--- config.mk ---
export PLATFORM = sky130hd
export DESIGN_NAME = mips_mc_ctrl
export DESIGN_NICKNAME = d
export VERILOG_FILES = /design/src/rtl/mips_pkg.sv /design/src/rtl/mips_alu_dec.sv /design/src/rtl/mips_mc_ctrl.sv
export SDC_FILE = /design/constraint.sdc
export NUM_CORES = 1
export LEC_CHECK = 0
export CORE_MARGIN = 2
export CORE_UTILIZATION = 38
export CTS_CLUSTER_SIZE = 16
export DETAILED_ROUTE_END_ITERATION = 6
export SETUP_SLACK_MARGIN = 0.2
export SLEW_MARGIN = 0
export SYNTH_ARGS = -nofsm -noshare
export SYNTH_HDL_FRONTEND = slang
export SYNTH_HIERARCHICAL = 1
export SYNTH_SLANG_ARGS = --single-unit
--- constraint.sdc ---
create_clock -name Clk -period 6.75 [get_ports Clk]
set_input_delay 2.025 -clock Clk [delete_from_list [all_inputs] [get_ports Clk]]
set_output_delay 2.025 -clock Clk [all_outputs]
set_load 0.02 [all_outputs]
--- src/rtl/mips_pkg.sv ---
// Shared encodings for the multicycle MIPS control unit.
package mips_pkg;

    localparam logic [2:0] ALU_ADD = 3'b000;
    localparam logic [2:0] ALU_SUB = 3'b001;
    localparam logic [2:0] ALU_AND = 3'b010;
    localparam logic [2:0] ALU_OR  = 3'b011;
    localparam logic [2:0] ALU_SLT = 3'b100;
    localparam logic [2:0] ALU_SW  = 3'b101;
    localparam logic [2:0] ALU_LW  = 3'b110;
    localparam logic [2:0] ALU_BEQ = 3'b111;

    localparam logic [5:0] OP_RTYPE = 6'b000000;
    localparam logic [5:0] OP_LW    = 6'b100011;
    localparam logic [5:0] OP_SW    = 6'b101011;
    localparam logic [5:0] OP_BEQ   = 6'b000100;
    localparam logic [5:0] OP_J     = 6'b000010;

    localparam logic [5:0] FN_ADD = 6'b100000;
    localparam logic [5:0] FN_SUB = 6'b100010;
    localparam logic [5:0] FN_AND = 6'b100100;
    localparam logic [5:0] FN_OR  = 6'b100101;
    localparam logic [5:0] FN_SLT = 6'b101010;

    localparam logic [1:0] SRCB_REG  = 2'b00;
    localparam logic [1:0] SRCB_FOUR = 2'b01;
    localparam logic [1:0] SRCB_IMM  = 2'b10;
    localparam logic [1:0] SRCB_IMM4 = 2'b11;

    localparam logic [1:0] PCS_ALU = 2'b00;
    localparam logic [1:0] PCS_OUT = 2'b01;
    localparam logic [1:0] PCS_JMP = 2'b10;

    typedef enum logic [3:0] {
        S_FETCH,
        S_DECODE,
        S_EXEC_R,
        S_RTYPE_WB,
        S_MEMADR,
        S_MEMRD,
        S_MEMWB,
        S_MEMWR,
        S_BRANCH,
        S_JUMP,
        S_ILLEGAL
    } state_e;

endpackage

--- src/rtl/mips_alu_dec.sv ---
// R-type Funct to ALU control decode with a legality flag.
module mips_alu_dec
    import mips_pkg::*;
(
    input  logic [5:0] i_funct,
    output logic [2:0] o_alu_ctrl,
    output logic       o_legal
);

    always_comb begin
        o_alu_ctrl = ALU_ADD;
        o_legal    = 1'b1;
        case (i_funct)
            FN_ADD:  o_alu_ctrl = ALU_ADD;
            FN_SUB:  o_alu_ctrl = ALU_SUB;
            FN_AND:  o_alu_ctrl = ALU_AND;
            FN_OR:   o_alu_ctrl = ALU_OR;
            FN_SLT:  o_alu_ctrl = ALU_SLT;
            default: o_legal    = 1'b0;
        endcase
    end

endmodule

--- src/rtl/mips_mc_ctrl.sv ---
// Multicycle MIPS control FSM with memory handshake,
// retire counter and sticky error flags.
module mips_mc_ctrl
    import mips_pkg::*;
#(
    parameter int WAIT_LIMIT = 255,
    parameter int CNT_W      = 32
) (
    input  logic             Clk,
    input  logic             Rst_n,
    input  logic [5:0]       Opcode,
    input  logic [5:0]       Funct,
    input  logic             MemReady,
    output logic [2:0]       ControlSignal,
    output logic             ALUSrcA,
    output logic [1:0]       ALUSrcB,
    output logic             IorD,
    output logic             MemRead,
    output logic             MemWrite,
    output logic             IRWrite,
    output logic             PCWrite,
    output logic             PCWriteCond,
    output logic [1:0]       PCSource,
    output logic             RegDst,
    output logic             MemToReg,
    output logic             RegWrite,
    output logic             InstrDone,
    output logic [CNT_W-1:0] InstrCount,
    output logic             IllegalOp,
    output logic             BusError
);

    localparam int WCW = $clog2(WAIT_LIMIT + 1);

    state_e           r_state;
    state_e           w_next;
    logic [WCW-1:0]   r_wait;
    logic [CNT_W-1:0] r_count;
    logic             r_illegal;
    logic             r_buserr;
    logic             w_wait_st;
    logic             w_limit;
    logic             w_timeout;
    logic [2:0]       w_fn_ctrl;
    logic             w_fn_legal;

    mips_alu_dec u_alu_dec (
        .i_funct    (Funct),
        .o_alu_ctrl (w_fn_ctrl),
        .o_legal    (w_fn_legal)
    );

    assign w_wait_st = r_state inside {S_FETCH, S_MEMRD, S_MEMWR};
    assign w_limit   = (r_wait == WCW'(WAIT_LIMIT));
    assign w_timeout = w_wait_st && w_limit && !MemReady;

    assign InstrCount = r_count;
    assign IllegalOp  = r_illegal;
    assign BusError   = r_buserr;

    always_comb begin
        w_next        = r_state;
        ControlSignal = ALU_ADD;
        ALUSrcA       = 1'b0;
        ALUSrcB       = SRCB_REG;
        IorD          = 1'b0;
        MemRead       = 1'b0;
        MemWrite      = 1'b0;
        IRWrite       = 1'b0;
        PCWrite       = 1'b0;
        PCWriteCond   = 1'b0;
        PCSource      = PCS_ALU;
        RegDst        = 1'b0;
        MemToReg      = 1'b0;
        RegWrite      = 1'b0;
        InstrDone     = 1'b0;
        // Outputs stay quiet while reset is held, even though
        // the state register already points at FETCH.
        if (Rst_n) begin
            case (r_state)
                S_FETCH: begin
                    ALUSrcB = SRCB_FOUR;
                    MemRead = !w_limit;
                    if (MemReady) begin
                        IRWrite = 1'b1;
                        PCWrite = 1'b1;
                        w_next  = S_DECODE;
                    end
                end
                S_DECODE: begin
                    ALUSrcB = SRCB_IMM4;
                    case (Opcode)
                        OP_RTYPE:     w_next = S_EXEC_R;
                        OP_LW, OP_SW: w_next = S_MEMADR;
                        OP_BEQ:       w_next = S_BRANCH;
                        OP_J:         w_next = S_JUMP;
                        default:      w_next = S_ILLEGAL;
                    endcase
                end
                S_EXEC_R: begin
                    ALUSrcA       = 1'b1;
                    ControlSignal = w_fn_ctrl;
                    w_next = w_fn_legal ? S_RTYPE_WB : S_ILLEGAL;
                end
                S_RTYPE_WB: begin
                    RegWrite  = 1'b1;
                    RegDst    = 1'b1;
                    InstrDone = 1'b1;
                    w_next    = S_FETCH;
                end
                S_MEMADR: begin
                    ALUSrcA = 1'b1;
                    ALUSrcB = SRCB_IMM;
                    if (Opcode == OP_SW) begin
                        ControlSignal = ALU_SW;
                        w_next        = S_MEMWR;
                    end else begin
                        ControlSignal = ALU_LW;
                        w_next        = S_MEMRD;
                    end
                end
                S_MEMRD: begin
                    IorD    = 1'b1;
                    MemRead = !w_limit;
                    if (MemReady)     w_next = S_MEMWB;
                    else if (w_limit) w_next = S_FETCH;
                end
                S_MEMWB: begin
                    RegWrite  = 1'b1;
                    MemToReg  = 1'b1;
                    InstrDone = 1'b1;
                    w_next    = S_FETCH;
                end
                S_MEMWR: begin
                    IorD     = 1'b1;
                    MemWrite = !w_limit;
                    if (MemReady) begin
                        InstrDone = 1'b1;
                        w_next    = S_FETCH;
                    end else if (w_limit) begin
                        w_next = S_FETCH;
                    end
                end
                S_BRANCH: begin
                    ALUSrcA       = 1'b1;
                    ControlSignal = ALU_BEQ;
                    PCWriteCond   = 1'b1;
                    PCSource      = PCS_OUT;
                    InstrDone     = 1'b1;
                    w_next        = S_FETCH;
                end
                S_JUMP: begin
                    PCWrite   = 1'b1;
                    PCSource  = PCS_JMP;
                    InstrDone = 1'b1;
                    w_next    = S_FETCH;
                end
                default: w_next = S_FETCH;
            endcase
        end
    end

    always_ff @(posedge Clk or negedge Rst_n) begin
        if (!Rst_n) begin
            r_state   <= S_FETCH;
            r_wait    <= '0;
            r_count   <= '0;
            r_illegal <= 1'b0;
            r_buserr  <= 1'b0;
        end else begin
            r_state <= w_next;
            if (w_wait_st && !MemReady && !w_limit)
                r_wait <= r_wait + 1'b1;
            else
                r_wait <= '0;
            if (InstrDone)
                r_count <= r_count + 1'b1;
            if (r_state == S_ILLEGAL)
                r_illegal <= 1'b1;
            if (w_timeout)
                r_buserr <= 1'b1;
        end
    end

endmodule
== Yosys cells after proc, flatten, opt, wreduce, memory -nomap -nowiden ==
Index checks and enable logic that the tools add are counted.

* Flip-flop bits (word level): 46
* Input port bits: 15
* Output and inout bits: 52
* Logic and storage cells: 86

* $add $sub $neg: 2
* Equal/unequal tests: 21
* Muxes and demuxes: 41
* Reduce and logical (&&, ||, !) cells: 17

{| class="wikitable"
|+ Operator list
! operator !! number
|-
| 6-bit equality test (second input constant) || 7
|-
| 32-bit by 1-bit adder with 32-bit output (second input constant) || 1
|-
| 4-bit one-hot mux with 6 select lines || 1
|-
| 1-bit 2-to-1 mux || 22
|-
| 4-bit 2-to-1 mux || 5
|-
| 4-bit by 3-bit equality test with 1-bit output (second input constant) || 4
|-
| 4-bit one-hot mux with 4 select lines || 1
|-
| 4-bit equality test (second input constant) || 3
|-
| 3-bit one-hot mux with 4 select lines || 1
|-
| 3-bit one-hot mux with 3 select lines || 1
|-
| 8-bit by 1-bit adder with 8-bit output (second input constant) || 1
|-
| 4-bit by 2-bit equality test with 1-bit output (second input constant) || 2
|-
| 8-bit equality test (second input constant) || 1
|-
| 2-bit 2-to-1 mux || 4
|-
| 8-bit 2-to-1 mux || 1
|-
| 2-bit OR reduction || 4
|-
| 6-bit by 2-bit equality test with 1-bit output (second input constant) || 1
|-
| 6-bit by 3-bit equality test with 1-bit output (second input constant) || 1
|-
| 6-bit logical NOT || 1
|-
| 2-bit one-hot mux with 3 select lines || 1
|-
| 5-bit OR reduction || 1
|-
| 4-bit by 1-bit equality test with 1-bit output (second input constant) || 1
|-
| 1-bit logical AND || 4
|-
| 4-bit logical NOT || 1
|-
| 9 further kinds || 11
|}

== Logic depth before layout (Yosys ltp) ==
Gate-level depths: netlist of run 1.

* Depth after elaboration: 5
* Mapped depth: 7
* Gate-level depth less buffers: 6

== Cells and area by module ==
The synthesis of run 1 kept the hierarchy.

{| class="wikitable"
|+ Modules (own cells, without submodules)
! module !! instances !! cells each !! area an instance (sq um) !! sequential area each (sq um)
|-
| mips_mc_ctrl || 1 || 270 || 2633.8 || 1151.1
|-
| mips_alu_dec || 1 || 10 || 83.8 || 0.0
|}

== Worst setup path after synthesis of run 1 ==
No wires, ideal clock.

* Kind: in2out
* Start: input port Funct[0]
* End: output port ControlSignal[0]
* Data arrival time: 3.247 ns
* Data required time: 4.725 ns
* Setup slack: 1.478 ns
* Cell stages on the path: 5
* Buffers on the path: 0
* Cell sequence: or3b_1 a211oi_2 a21oi_1 o32a_1 nor2_1

* Cells in the longest elaborated chain, start to end: 4
* Elaborated cells on any way between the ends: 7
* Those cells by class: eq/ne: 4; mux: 3

{| class="wikitable"
|+ RTL lines
! what !! line !! source
|-
| from (decl) || mips_mc_ctrl.sv:12 || <nowiki>input logic [5:0] Funct,</nowiki>
|-
| 6-bit equality test || mips_alu_dec.sv:13 || <nowiki>case (i_funct)</nowiki>
|-
| 3-bit one-hot mux with 4 select lines (*) || mips_alu_dec.sv:13 ||
|-
| named net w_fn_ctrl[0] || mips_mc_ctrl.sv:44 || <nowiki>logic [2:0] w_fn_ctrl;</nowiki>
|-
| 3-bit one-hot mux with 3 select lines (*) || mips_mc_ctrl.sv:80 || <nowiki>case (r_state)</nowiki>
|-
| 3-bit 2-to-1 mux (*) || mips_mc_ctrl.sv:79 || <nowiki>if (Rst_n) begin</nowiki>
|-
| to (decl) || mips_mc_ctrl.sv:14 || <nowiki>output logic [2:0] ControlSignal,</nowiki>
|}

Mark *: on every way through the listed nets, which the timed path passes. The rest lies on a longest branch.

== Final worst setup path of run 1 ==
* Start: input port Funct[1]
* End: output port ControlSignal[0]

Same word-level chain as after synthesis.

==> flow_summary.ini, run 1 <==
[global_routing]
grt_max_degree = 36
grtUsageMet3 = 0.03545
grt_pass1_wl_mm = 10.01
grt-busiest-layer = met2
grtUsageMet1 = 0.2237
met2_usage = 0.2468
antenna_found_initial = 0
first_global_vias = 2169
gr-usage-all-layers = 0.1603
overflow = 0

[worst_setup_path]
cpMaxStageDelayCell = clkdlybuf4s50_1
crit_arrival_ns = 4.22
critical_path_required_ns = 4.72
critPathKind = in2out
crit_chain = clkdlybuf4s50_1, or3b_1, a211oi_2, a21oi_1, o32a_1, nor2_1, clkdlybuf4s50_1
critPathBufInv = 2
startpoint_type = input port
path_delay_family = buffers and inverters
crit_path_end_kind = output pin
crit_path_frequent_cell = clkdlybuf4s50_1
worstPathMaxFanout = 6
max_stage_delay_ns = 0.61
cp.depth = 7
reg2reg_depth = 5

[power_and_ir_drop]
power_frac_seq = 0.407
power_frac_comb = 0.369
p_leak_nw = 1.497
p_int_mw = 0.5801
p_sw_frac = 0.3759
clockPowerShare = 0.224
power_density_mw_per_mm2 = 259.9
ir_drop_mv = 0.1565
power.switching_mw = 0.3495

[synth]
synth_seq_area_share = 0.4236
yosysTopAreaCell = dfrtp_1
synth_compound_area_frac = 0.09991
netlist_area_mm2 = 0.002718
synth_area_per_cell_um2 = 9.706
synth_top_cell_area_share = 0.4236
ys_top_cells_by_area = dfrtp_1 42%, xor2_1 7.1%, xnor2_1 5.5%
yosysWarnings = 6
ys_async_sr_fraction = 1.000
synth_ff_type = dfrtp_1
ys_ff_latch = 46
synthMuxAreaShare = 0.009208
synth_fa_ha_area_frac = 0.009208
yosys.area_share.simple = 0.2997
synth_cells = 280
synth_top_family_by_area = simple AND/OR/NAND/NOR gates
syn_nets = 297
synth_edf_count = 0
synth_cell_types = 53
synth_xor_area_frac = 0.1257

[clock_tree]
cts_root_buf = clkbuf_8
hold_buffers = 0
cts_max_level = 2
clkTransAtPathRegs_ns = 0.08
cts_buffer_depth = 2
cts.sinks = 46
cts_buffers = 5
cts_tree = built
post_cts_buffers = 0
clk-insertion-delay-late_ns = 0.29
cts_resized = 0

[drt]
wire_per_inst_um = 13.41
ant_nets = 0
drtPass1Iterations = 4
drc = 0
finalWirelength_mm = 5.939
drt_iter0_drc = 60
num_vias = 2239
viasPerCell = 5.054

[sta]
grt_setup_unrepaired = no
fin_crit_ns = 6.246
slew_headroom = 0.4320
tightest_slew_ns = 0.8520
maxSlewViolCount = 0
finalSetupViolCount = 0
setup_tns_ns = 0
hold_viol = 0
timing.fmax_ghz = 0.1601
min_period_over_period = 0.9254
finalClockSkew_ns = 0.003789
fin_ws_ns = 0.5038

[final_layout]
fill_cells = 660
drive_gt1_frac = 0.1066
diodes = 0
final_common_cell = clkdlybuf4s50_1
final-seq-area_mm2 = 0.001151
multi_input_comb_area_mm2 = 0.001478
synthToLayoutAreaGrowth_pct = 31.63
nets = 364
most-common-layout-cells = 65 x clkdlybuf4s50_1, 46 x dfrtp_1, 30 x nor2_1, 25 x nand2_1, 22 x xor2_1

[floorplan]
die_h_um = 88.57
initial_utilization = 0.3956
num_rows = 30
core_mm2 = 0.006869
die_width_um = 88.57
io_pins = 67
dieArea_mm2 = 0.007844

[min_path]
hp-class = reg2reg
whs_path_depth = 1

[flow_run]
drv_cap = 0

[placed_design]
pre_cts_slack_ns = 0.5002
gp_congestion = 0.7838
portBuffers = 66
dp_hpwl_mm = 4.279

[status]
outcome = complete, no violations
## path summary, 6_finish.rpt
kind / slack [ns] / endpoint / startpoint
worst max-delay path: 0.50 / ControlSignal[0] / Funct[1]
worst min-delay path: 0.46 / r_wait[0]$_DFF_PN0_ / r_wait[0]$_DFF_PN0_
worst max register to register: 4.53 / r_state[1]$_DFFE_PN0P_ / r_state[1]$_DFFE_PN0P_
worst min register to register: 0.46 / r_wait[0]$_DFF_PN0_ / r_wait[0]$_DFF_PN0_
max in group asynchronous: 4.35 / InstrCount[30]$_DFFE_PN0P_ / Rst_n
min in group asynchronous: 1.70 / r_state[3]$_DFFE_PN0P_ / Rst_n
## state kept, by name, summed over array words and instances (netlist names)
name        cells
IllegalOp       1
r_state         4
InstrCount     32
BusError        1
r_wait          8
## power groups by stage
| stage | Clock (mW) | Combinational, mW | Sequential (mW) |
|---|---|---|---|
| 2_1_floorplan | 0 | 0.237 | 0.362 |
| 3_3_place_gp | 0 | 0.341 | 0.384 |
| 3_5_place_dp | 0 | 0.342 | 0.384 |
| 4_1_cts | 0.215 | 0.346 | 0.378 |
| 5_1_grt | 0.226 | 0.375 | 0.388 |
| 6_report | 0.208 | 0.343 | 0.379 |
## layout make-up
class,count,share of cell area
clock buffer,6,0.02308
clock inverter,1,0.008395
timing repair buffer,68,0.1875
sequential,46,0.3218
inverter,12,0.01259
multi-input combinational,214,0.4131
tap,96,0.03358
## synthesized netlist by cell type, types with 3 or more instances
master    count
dfrtp_1      46
nor2_1       30
nand2_1      25
xor2_1       22
xnor2_1      17
nor3_1       13
inv_1        12
nand3_1      11
and3_1        9
nor3_2        8
nand4_1       7
a21oi_1       6
nand2b_1      6
nor2b_1       6
o21ai_0       6
clkbuf_1      3
or2_2         3
## logic make-up after synthesis
family | Yosys count
AOI/OAI and AO/OA | 30
adders and majority gates | 2
xor gates and xnor gates | 39
and+or+nand+nor | 141
DFF | 46
muxes | 2
buffers and inverters | 20
## worst register-to-register path: cells and delay by family, from the launching register on
family          cells  cell delay (ns)
simple gates        3             0.40
flops               1             0.91
compound gates      2             0.86
## stage by stage
stage | area, um2 | power [mW] | std cells | util | hold WS, ns
6_report | 3577 | 0.9296 | 443 | 0.5208 | 0.4577
2_1_floorplan | 2718 | 0.5985 | 280 | - | 0.4251
3_5_place_dp | 3465 | 0.7262 | 436 | 0.5044 | 0.4505
4_1_cts | 3577 | 0.9387 | 443 | 0.5208 | 0.4618
3_3_place_gp | 3465 | 0.7255 | 436 | 0.5044 | 0.4440
5_1_grt | 3577 | 0.9899 | 443 | 0.5208 | 0.4800
## layer usage
| metal | part of all wire | vias to the layer above |
|---|---|---|
| met5 | 0 | - |
| met4 | 0.017 | 0 |
| met3 | 0.048 | 10 |
| met2 | 0.45 | 54 |
| met1 | 0.49 | 1061 |
| li1 | - | 1114 |
Note: power is estimated with default switching activity, not from simulation.
==> run 2: changes to the inputs <==
--- a/config.mk
+++ b/config.mk
@@ -9,8 +9,9 @@
 export CORE_UTILIZATION = 38
 export CTS_CLUSTER_SIZE = 16
 export DETAILED_ROUTE_END_ITERATION = 6
+export GPL_TIMING_DRIVEN = 0
 export SETUP_SLACK_MARGIN = 0.2
-export SLEW_MARGIN = 0
+export SLEW_MARGIN = 5
 export SYNTH_ARGS = -nofsm -noshare
 export SYNTH_HDL_FRONTEND = slang
 export SYNTH_HIERARCHICAL = 1
==> flow_summary.ini, run 2 (synthesized netlist as in run 1, its figures left out) <==
[clock_tree]
clkTransAtPathRegs_ns = 0.09
cts_max_level = 2
cts_buffer_depth = 2
cts_tree = built
hold_buffers = 0
cts_buffers = 5
cts_root_buf = clkbuf_8
cts.sinks = 46
post_cts_buffers = 0
cts_resized = 0
clk-insertion-delay-late_ns = 0.30

[global_routing]
overflow = 0
grt_pass1_wl_mm = 10.79
antenna_found_initial = 0
gr-usage-all-layers = 0.1723
grt_max_degree = 34
first_global_vias = 2275

[power_and_ir_drop]
ir_drop_mv = 0.1425
p_leak_nw = 1.513
power_density_mw_per_mm2 = 253.4

[drt]
wire_per_inst_um = 13.90
drc = 0
routed-wl-met2_mm = 2.913
routed-wl-met3_um = 293
finalWirelength_mm = 6.267
wl_met1_mm = 3.002
viasPerCell = 5.044
drt_iter0_drc = 75
ant_nets = 0
highest_layer = met4
num_vias = 2275
drtPass1Iterations = 4

[placed_design]
placed_cell_area_mm2 = 0.003513
dp_hpwl_mm = 4.644
gp_congestion = 0.8387
placed_cells = 443
portBuffers = 66

[worst_setup_path]
crit_arrival_ns = 4.26
r2r-end = InstrCount[4]$_DFFE_PN0P_
rrSetupSlack_ns = 4.81
startpoint_type = input port
rr_startpoint = r_state[1]$_DFFE_PN0P_
worstPathMaxFanout = 6
critPathKind = in2out
reg2reg_depth = 6
critical_path_required_ns = 4.72
crit_path_end_kind = output pin

[sta]
timing.hold.ws_ns = 0.4623
slew_headroom = 0.6285
maxSlewViolCount = 0
tightest_slew_ns = 0.5562
finalClockSkew_ns = 0.01145
hold_viol = 0
fin_crit_ns = 6.287
setup_tns_ns = 0
finalSetupViolCount = 0
timing.fmax_ghz = 0.1591
grt_setup_unrepaired = no
min_period_over_period = 0.9314

[final_layout]
multi_input_comb_area_mm2 = 0.001478
final-seq-area_mm2 = 0.001151
final_cell_area_mm2 = 0.003608
final_common_cell = clkdlybuf4s50_1
synthToLayoutAreaGrowth_pct = 32.78
diodes = 0
most-common-layout-cells = 65 x clkdlybuf4s50_1, 46 x dfrtp_1, 30 x nor2_1, 25 x nand2_1, 22 x xor2_1
drive_gt1_frac = 0.1127
final_cell_count_no_fill = 451
final_core_util = 0.5253
largest_reg_flops = 32
nets = 371
fill_cells = 673

[status]
outcome = complete, no violations

[floorplan]
dieArea_mm2 = 0.007844
io_pins = 67
die_width_um = 88.57
initial_utilization = 0.3956
num_rows = 30
die_h_um = 88.57
core_mm2 = 0.006869

[min_path]
hp-start = r_wait[0]$_DFF_PN0_
whs_path_depth = 1
hold_end = r_wait[0]$_DFF_PN0_
hp-class = reg2reg

[flow_run]
drv_cap = 0
[run 2: cell types whose count changed in the layout (fill, tap and decap cells not counted), sizes merged]
cell / change
bufinv: -1
clkbuf: +4
buf: +4
inv: +1
[run 2: how the worst max path moves through the flow]
stage / startpoint / end / slack, ns / cells after the start
CTS: Funct[1] / ControlSignal[0] / 0.45 / 7
global placement: Rst_n / MemRead / -1.43 / 5
floorplan: Funct[0] / ControlSignal[0] / 1.48 / 5
finish: Funct[1] / ControlSignal[0] / 0.46 / 7
detailed placement: Funct[1] / ControlSignal[0] / 0.46 / 7
global route: Funct[1] / ControlSignal[0] / 0.36 / 7
[run 2: cell type report]
cell class | instances | area share
Tap cell | 96 | 0.03329
Multi-Input combinational cell | 214 | 0.4095
Inverter | 12 | 0.01248
Timing Repair Buffer | 67 | 0.1872
Clock inverter | 1 | 0.002427
Buffer | 8 | 0.01214
Sequential cell | 46 | 0.3190
Clock buffer | 7 | 0.02393
[run 2: worst max-delay path, cell delays in order]
cell	delay [ns]
clkdlybuf4s50_1	0.55
or3b_1	0.38
a211oi_2	0.23
a21oi_1	0.09
o32a_1	0.29
nor2_1	0.09
clkdlybuf4s50_1	0.60
[run 2: metal layers]
layer	GRT usage	up-vias
met1	0.2328	1090
met3	0.03731	5
met4	0.04132	0
met5	0	-
li1	-	1121
met2	0.2843	59
[run 2: power breakdown]
part	leakage, nW	total [mW]	switching [mW]	internal, mW
combinational	0.865	0.393	0.226	0.167
sequential	0.599	0.345	0.0408	0.304
clock	0.0489	0.177	0.0924	0.0847
[run 2: through the flow]
stage	power [mW]	setup WS, ns
4_1_cts	0.9249	0.4481
5_1_grt	0.9797	0.3609
2_1_floorplan	0.5985	1.478
3_5_place_dp	0.7428	0.4572
3_3_place_gp	0.7366	-1.429
6_report	0.9144	0.4632
==> run 3: changes to the inputs <==
--- a/config.mk
+++ b/config.mk
@@ -10,6 +10,7 @@
 export CTS_CLUSTER_SIZE = 16
 export DETAILED_ROUTE_END_ITERATION = 6
 export GPL_TIMING_DRIVEN = 0
+export HOLD_SLACK_MARGIN = 0.15
 export SETUP_SLACK_MARGIN = 0.2
 export SLEW_MARGIN = 5
 export SYNTH_ARGS = -nofsm -noshare
==> results of run 3 <==
No change in the layout: final DEF, timing and power equal those of run 2.
